**config.mk**
```make
export PLATFORM = sky130hd
export DESIGN_NAME = mc_control
export DESIGN_NICKNAME = d
export VERILOG_FILES = /design/src/rtl/mc_pkg.sv /design/src/rtl/mc_decode.sv /design/src/rtl/mc_control.sv
export SDC_FILE = /design/constraint.sdc
export NUM_CORES = 1
export LEC_CHECK = 0
export ABC_AREA = 1
export CAP_MARGIN = 20
export CORE_UTILIZATION = 44
export DETAILED_ROUTE_END_ITERATION = 12
export PLACE_DENSITY = 0.8
export SLEW_MARGIN = 20
export SYNTH_ARGS = -nofsm -noshare
export SYNTH_HDL_FRONTEND = slang
export SYNTH_SLANG_ARGS = --single-unit
```
**constraint.sdc**
```tcl
create_clock -name clk -period 3 [get_ports clk]
set_input_delay 0.6 -clock clk [delete_from_list [all_inputs] [get_ports clk]]
set_output_delay 0.6 -clock clk [all_outputs]
set_load 0.01 [all_outputs]
```
**src/rtl/mc_pkg.sv**
```systemverilog
// Shared types and constants for the multi-cycle control unit: FSM state
// encodings, instruction classes, datapath select codes and MIPS fields.
package mc_pkg;

  typedef enum logic [2:0] {
    ST_FETCH  = 3'd0,
    ST_DECODE = 3'd1,
    ST_EXEC   = 3'd2,
    ST_MEM    = 3'd3,
    ST_WB     = 3'd4,
    ST_HALT   = 3'd7
  } state_e;

  typedef enum logic [3:0] {
    IC_NONE,
    IC_ADDU,
    IC_SUBU,
    IC_ORI,
    IC_LUI,
    IC_LW,
    IC_SW,
    IC_BEQ,
    IC_J
  } instr_class_e;

  localparam logic [4:0] ALU_ADD = 5'd0;
  localparam logic [4:0] ALU_SUB = 5'd1;
  localparam logic [4:0] ALU_OR  = 5'd2;
  localparam logic [4:0] ALU_LUI = 5'd3;

  localparam logic [2:0] EXT_ZERO = 3'd0;
  localparam logic [2:0] EXT_SIGN = 3'd1;

  localparam logic [1:0] NPC_SEQ    = 2'd0;
  localparam logic [1:0] NPC_BRANCH = 2'd1;
  localparam logic [1:0] NPC_JUMP   = 2'd2;

  localparam logic [1:0] CMP_EQ = 2'b00;

  localparam logic [5:0] OP_RTYPE = 6'h00;
  localparam logic [5:0] OP_J     = 6'h02;
  localparam logic [5:0] OP_BEQ   = 6'h04;
  localparam logic [5:0] OP_ORI   = 6'h0d;
  localparam logic [5:0] OP_LUI   = 6'h0f;
  localparam logic [5:0] OP_LW    = 6'h23;
  localparam logic [5:0] OP_SW    = 6'h2b;

  localparam logic [5:0] FUNCT_ADDU = 6'h21;
  localparam logic [5:0] FUNCT_SUBU = 6'h23;

  // R-type instructions write their result to rd instead of rt.
  function automatic logic is_rtype(input instr_class_e cls);
    return (cls == IC_ADDU) || (cls == IC_SUBU);
  endfunction

endpackage

```
**src/rtl/mc_decode.sv**
```systemverilog
// Instruction decoder: classifies the instruction register contents into one
// of the supported instruction classes and flags unsupported encodings.
module mc_decode
  import mc_pkg::*;
(
  input  logic [31:0]  curr_instr,
  output instr_class_e instr_class,
  output logic         instr_valid
);

  logic [5:0] opcode;
  logic [5:0] funct;
  logic       unused_fields;

  assign opcode        = curr_instr[31:26];
  assign funct         = curr_instr[5:0];
  assign unused_fields = ^curr_instr[25:6];

  // Map opcode (and funct for R-type) onto an instruction class.
  always_comb begin
    instr_class = IC_NONE;
    unique case (opcode)
      OP_RTYPE: begin
        if (funct == FUNCT_ADDU) begin
          instr_class = IC_ADDU;
        end else if (funct == FUNCT_SUBU) begin
          instr_class = IC_SUBU;
        end
      end
      OP_ORI:  instr_class = IC_ORI;
      OP_LUI:  instr_class = IC_LUI;
      OP_LW:   instr_class = IC_LW;
      OP_SW:   instr_class = IC_SW;
      OP_BEQ:  instr_class = IC_BEQ;
      OP_J:    instr_class = IC_J;
      default: instr_class = IC_NONE;
    endcase
  end

  assign instr_valid = (instr_class != IC_NONE);

endmodule

```
**src/rtl/mc_control.sv**
```systemverilog
// Multi-cycle control unit: FETCH/DECODE/EXEC/MEM/WB sequencer with a
// memory wait timeout, retired-instruction counter and absorbing HALT state.
module mc_control
  import mc_pkg::*;
#(
  parameter int MEM_TIMEOUT = 15
) (
  input  logic        clk,
  input  logic        rst_n,
  input  logic [31:0] curr_instr,
  input  logic [1:0]  alu_comp_result,
  input  logic        mem_ready,
  output logic        cw_pc_enable,
  output logic        cw_im_enable,
  output logic        cw_ir_load,
  output logic        cw_rf_write_enable,
  output logic        cw_dm_write_enable,
  output logic        cw_dm_read_enable,
  output logic [1:0]  cw_npc_jump_mode,
  output logic [4:0]  cw_alu_op,
  output logic [2:0]  cw_ext_mode,
  output logic        cm_rf_write_addr,
  output logic        cm_rf_write_data,
  output logic        cm_alu_num2,
  output logic [2:0]  state,
  output logic        halted,
  output logic [31:0] instr_count
);

  // The counter only ever holds 0..MEM_TIMEOUT-1; reaching the last value
  // with another wait means the timeout fires instead of incrementing.
  localparam int WAIT_W = (MEM_TIMEOUT < 2) ? 1 : $clog2(MEM_TIMEOUT);
  localparam logic [WAIT_W-1:0] LAST_WAIT = WAIT_W'(MEM_TIMEOUT - 1);

  state_e            state_q, state_d;
  logic [WAIT_W-1:0] wait_cnt_q, wait_cnt_d;
  logic [31:0]       instr_count_q, instr_count_d;
  instr_class_e      instr_class;
  logic              instr_valid;

  mc_decode u_decode (
    .curr_instr  (curr_instr),
    .instr_class (instr_class),
    .instr_valid (instr_valid)
  );

  // Next-state, wait counter and strobe generation; reset forces strobes low.
  always_comb begin
    state_d            = state_q;
    wait_cnt_d         = wait_cnt_q;
    cw_pc_enable       = 1'b0;
    cw_im_enable       = 1'b0;
    cw_ir_load         = 1'b0;
    cw_rf_write_enable = 1'b0;
    cw_dm_write_enable = 1'b0;
    cw_dm_read_enable  = 1'b0;
    cw_npc_jump_mode   = NPC_SEQ;

    unique case (state_q)
      ST_FETCH: begin
        cw_im_enable = 1'b1;
        cw_ir_load   = 1'b1;
        state_d      = ST_DECODE;
      end
      ST_DECODE: begin
        state_d = instr_valid ? ST_EXEC : ST_HALT;
      end
      ST_EXEC: begin
        unique case (instr_class)
          IC_ADDU, IC_SUBU, IC_ORI, IC_LUI: state_d = ST_WB;
          IC_LW, IC_SW: begin
            wait_cnt_d = '0;
            state_d    = ST_MEM;
          end
          IC_BEQ: begin
            cw_pc_enable     = 1'b1;
            cw_npc_jump_mode = (alu_comp_result == CMP_EQ) ? NPC_BRANCH : NPC_SEQ;
            state_d          = ST_FETCH;
          end
          IC_J: begin
            cw_pc_enable     = 1'b1;
            cw_npc_jump_mode = NPC_JUMP;
            state_d          = ST_FETCH;
          end
          default: state_d = ST_HALT;
        endcase
      end
      ST_MEM: begin
        if ((instr_class == IC_LW) || (instr_class == IC_SW)) begin
          cw_dm_read_enable  = (instr_class == IC_LW);
          cw_dm_write_enable = (instr_class == IC_SW);
          if (mem_ready) begin
            if (instr_class == IC_LW) begin
              state_d = ST_WB;
            end else begin
              cw_pc_enable = 1'b1;
              state_d      = ST_FETCH;
            end
          end else if (wait_cnt_q == LAST_WAIT) begin
            state_d = ST_HALT;
          end else begin
            wait_cnt_d = wait_cnt_q + 1'b1;
          end
        end else begin
          state_d = ST_HALT;
        end
      end
      ST_WB: begin
        cw_rf_write_enable = 1'b1;
        cw_pc_enable       = 1'b1;
        state_d            = ST_FETCH;
      end
      ST_HALT: begin
        state_d = ST_HALT;
      end
      default: begin
        state_d = ST_HALT;
      end
    endcase

    if (!rst_n) begin
      cw_pc_enable       = 1'b0;
      cw_im_enable       = 1'b0;
      cw_ir_load         = 1'b0;
      cw_rf_write_enable = 1'b0;
      cw_dm_write_enable = 1'b0;
      cw_dm_read_enable  = 1'b0;
      cw_npc_jump_mode   = NPC_SEQ;
    end
  end

  // Datapath select lines follow the decoded instruction while it is live.
  always_comb begin
    cw_alu_op        = ALU_ADD;
    cw_ext_mode      = EXT_ZERO;
    cm_alu_num2      = 1'b0;
    cm_rf_write_addr = 1'b0;
    cm_rf_write_data = 1'b0;
    if (rst_n && (state_q != ST_HALT)) begin
      cm_rf_write_addr = is_rtype(instr_class);
      unique case (instr_class)
        IC_ADDU: cw_alu_op = ALU_ADD;
        IC_SUBU: cw_alu_op = ALU_SUB;
        IC_ORI: begin
          cw_alu_op   = ALU_OR;
          cw_ext_mode = EXT_ZERO;
          cm_alu_num2 = 1'b1;
        end
        IC_LUI: begin
          cw_alu_op   = ALU_LUI;
          cw_ext_mode = EXT_ZERO;
          cm_alu_num2 = 1'b1;
        end
        IC_LW: begin
          cw_alu_op        = ALU_ADD;
          cw_ext_mode      = EXT_SIGN;
          cm_alu_num2      = 1'b1;
          cm_rf_write_data = 1'b1;
        end
        IC_SW: begin
          cw_alu_op   = ALU_ADD;
          cw_ext_mode = EXT_SIGN;
          cm_alu_num2 = 1'b1;
        end
        IC_BEQ:  cw_alu_op = ALU_SUB;
        default: cw_alu_op = ALU_ADD;
      endcase
    end
  end

  // Every PC update retires one instruction; the counter wraps naturally.
  always_comb begin
    instr_count_d = instr_count_q + {31'd0, cw_pc_enable};
  end

  // State, wait counter and retired count registers with synchronous reset.
  always_ff @(posedge clk) begin
    if (!rst_n) begin
      state_q       <= ST_FETCH;
      wait_cnt_q    <= '0;
      instr_count_q <= 32'd0;
    end else begin
      state_q       <= state_d;
      wait_cnt_q    <= wait_cnt_d;
      instr_count_q <= instr_count_d;
    end
  end

  assign state       = state_q;
  assign halted      = (state_q == ST_HALT);
  assign instr_count = instr_count_q;

endmodule

```
==> flow_summary_export.csv <==
group,metric,value,unit
outcome,status,"finished, final reports clean",
clocking,cts-root-buf,"clkbuf_8",
timing,finalCritPeriodShare,96.3,%
floorplan,rows,26,
finish,final_cell_mix,"nand2_1, clkdlybuf4s50_1, nor2_1",
routing,via_count,2836,
synth,synthArstFlopShare,0,%
routing,dr_wl_met2,3.36,mm
clocking,cts_hold_repair.buffers,0,
floorplan,die-area,5810,µm²
setup_path,endpoint_kind,"output port",
synth,synth_top_area_share,32.2,%
clocking,clock_sinks,39,
floorplan,ios,92,
synth,synthAdderAreaFrac,2.07,%
routing,firstDrtPassIters,5,
clocking,cts_setup_buffers,0,
synth,synth.largest_area_cell,"dfxtp_1",
clocking,cts_max_level,2,
synth,synth-simple-area-share,42.9,%
clocking,cts_buffers,5,
floorplan,floorplan.initialDensity,46.5,%
global_route,grt_pass1_wl,11.3,mm
finish,area_growth,43.4,%
global_route,first_global_vias,2638,
synth,synth_cells,390,
routing,drt-wirelength-per-cell,12.3,µm
synth,netlist_area,2420,µm²
setup_path,critPathArrivalTime,2.29,ns
clocking,clockBufferDepth,2,
routing,drt_iter0_drc,187,
synth,synth_xor_area_share,2.89,%
finish,fillers,463,
timing,worstMarginPinSlew,0.653,ns
synth,ys.flop_type,"dfxtp_1",
min_path,hold_class,"flip-flop to flip-flop",
finish,antenna_cells,0,
synth,synth_edf_count,0,
timing,fin_crit,2.89,ns
synth,synth_top_family_by_area,"simple AND/OR/NAND/NOR gates",
floorplan,die_w,76.2,µm
finish,final_util,66.7,%
floorplan,core,5200,µm²
floorplan,dieHeight,76.2,µm
timing,setup_viol,0,
placed_design,io_buffers,66,
routing,wl_met3,383,µm
timing,maxSlewHeadroom,56.0,%
global_route,grt.overflow.total,0,
global_route,grt_start_max_net_pins,29,
synth,yosys-top-cells-area,"dfxtp_1, nand2_1, nor2_1",
pwr,peakVddDrop,0.240,mV
placed_design,dp_hpwl,5.33,mm
routing,highest_layer,"met4",
synth,synth-seq-area-share,32.2,%
setup_path,cp_max_fo,3,
clocking,cts_tree,"yes",
global_route,antenna_found_initial,0,
routing,wl,6.78,mm
setup_path,cp.required,2.40,ns
routing,drc_errors,0,
finish,finalNetCount,524,
synth,synthMuxAreaShare,0,%
timing,maxSlewViolCount,0,
timing,finClkSkew,0.00684,ns
run,max_cap_violations,0,
placed_design,gp_congestion,0.933,
pwr,power.total,1270,µW
setup_path,crit_type,"input port to output port",
synth,synth_seq_cells,39,
clocking,clkLatencyLatePin,0.29,ns
clocking,cts.clk_slew.worst_paths,0.07,ns
pwr,power_leakage,0.00136,µW
timing,rsz0062_at_grt,"false",
synth,synth_area_per_cell,6.21,µm²
finish,drive_gt1_share,14.1,%
pwr,power_density,366,nW/µm²
timing,max_freq,346,MHz
routing,ant_nets,0,
synth,ys_warn_count,0,
timing,finalHoldViolCount,0,
routing,viasPerCell,5.13,
setup_path,startpoint_type,"input port",
global_route,grt.total_usage,23.8,%
synth,synth_compound_area_share,8.73,%
routing,met1_length,2.88,mm
synth,ys_types,30,
finish,mostFrequentLayoutCell,"nand2_1",
-- layer usage --
layer / up-vias / GRT usage (%)
met3: 17 / 3.83
met5: - / 0
met4: 0 / 9.81
met2: 108 / 42.9
met1: 1299 / 27.8
li1: 1412 / -
-- what timing repair did --
item                                    in CTS  in global routing
pin swaps                                    0                  5
endpoints found under the setup margin       2                  8
resized for setup                            5                 13
-- report_power, final --
group	switching, µW	internal (µW)	total [µW]
clock	179	180	359
sequential	30.3	541	571
combinational	179	161	340
total	388	882	1270
-- cell usage after synthesis (2+ instances only) --
cell and n:
o21ai_0 9, nor2_2 9, a21oi_1 27, xor2_1 5, nor3_2 4, nand2_2 3
or2_2 2, nand2_1 99, ha_1 4, clkbuf_1 4, nor3_1 11, nand4_1 11
buf_4 6, nor2_1 61, inv_2 4, or2_0 4, dfxtp_1 39, nor4_1 2
nand3_1 21, inv_1 51, nand3b_1 3, xnor2_1 3
-- worst paths after layout --
path	startpoint	to	slack [ns]	depth (start not counted)
hold / removal	instr_count[31]$_SDFF_PN0_	instr_count[31]$_SDFF_PN0_	0.48	2
setup reg to reg	state[1]$_SDFFE_PN0P_	instr_count[16]$_SDFF_PN0_	0.54	17
hold reg to reg	instr_count[31]$_SDFF_PN0_	instr_count[31]$_SDFF_PN0_	0.48	2
setup / recovery	curr_instr[29]	cm_rf_write_addr	0.11	8
-- worst max-delay path: stages --
cell,delay [ns]
clkdlybuf4s50_1,0.48
nor2_2,0.15
buf_4,0.13
inv_1,0.04
nor2_2,0.11
o211ai_1,0.11
nor2_1,0.12
clkdlybuf4s50_1,0.55
-- flip-flops by register name, indices dropped and copies added, names as in the netlist --
name	flops
instr_count	32
wait_cnt_q	4
state	3
-- cell families (layout without fill, tap and decap cells) --
family          count (synthesis)  count (layout)
other cells                     1               5
simple gates                  233             233
fa+ha+maj                       4               4
flops                          39              39
xor+xnor                        8               8
compound gates                 40              40
buf+inv                        65             154
-- stage by stage --
stage | instances | area, µm² | TNS (ns) | hold slack, ns | setup slack (ns)
4_1_cts | 553 | 3420 | 0 | 0.481 | 0.00677
5_1_grt | 553 | 3470 | 0 | 0.516 | 0.00600
2_1_floorplan | 394 | 2440 | 0 | 0.471 | 0.329
6_report | 553 | 3470 | 0 | 0.482 | 0.111
3_3_place_gp | 546 | 3320 | -1.62 | 0.462 | -0.213
3_5_place_dp | 546 | 3320 | -1.57 | 0.471 | -0.205
-- area by class of cell --
cell class	instances	area (µm²)	area share, %
sequential	39	781	22.5
clock inverter	1	5.00	0.144
multi-input combinational	290	1450	41.7
timing repair buffer	92	862	24.8
clock buffer	6	82.6	2.38
inverter	55	206	5.94
tap	70	87.6	2.52
(Power assumes the default switching activity.)
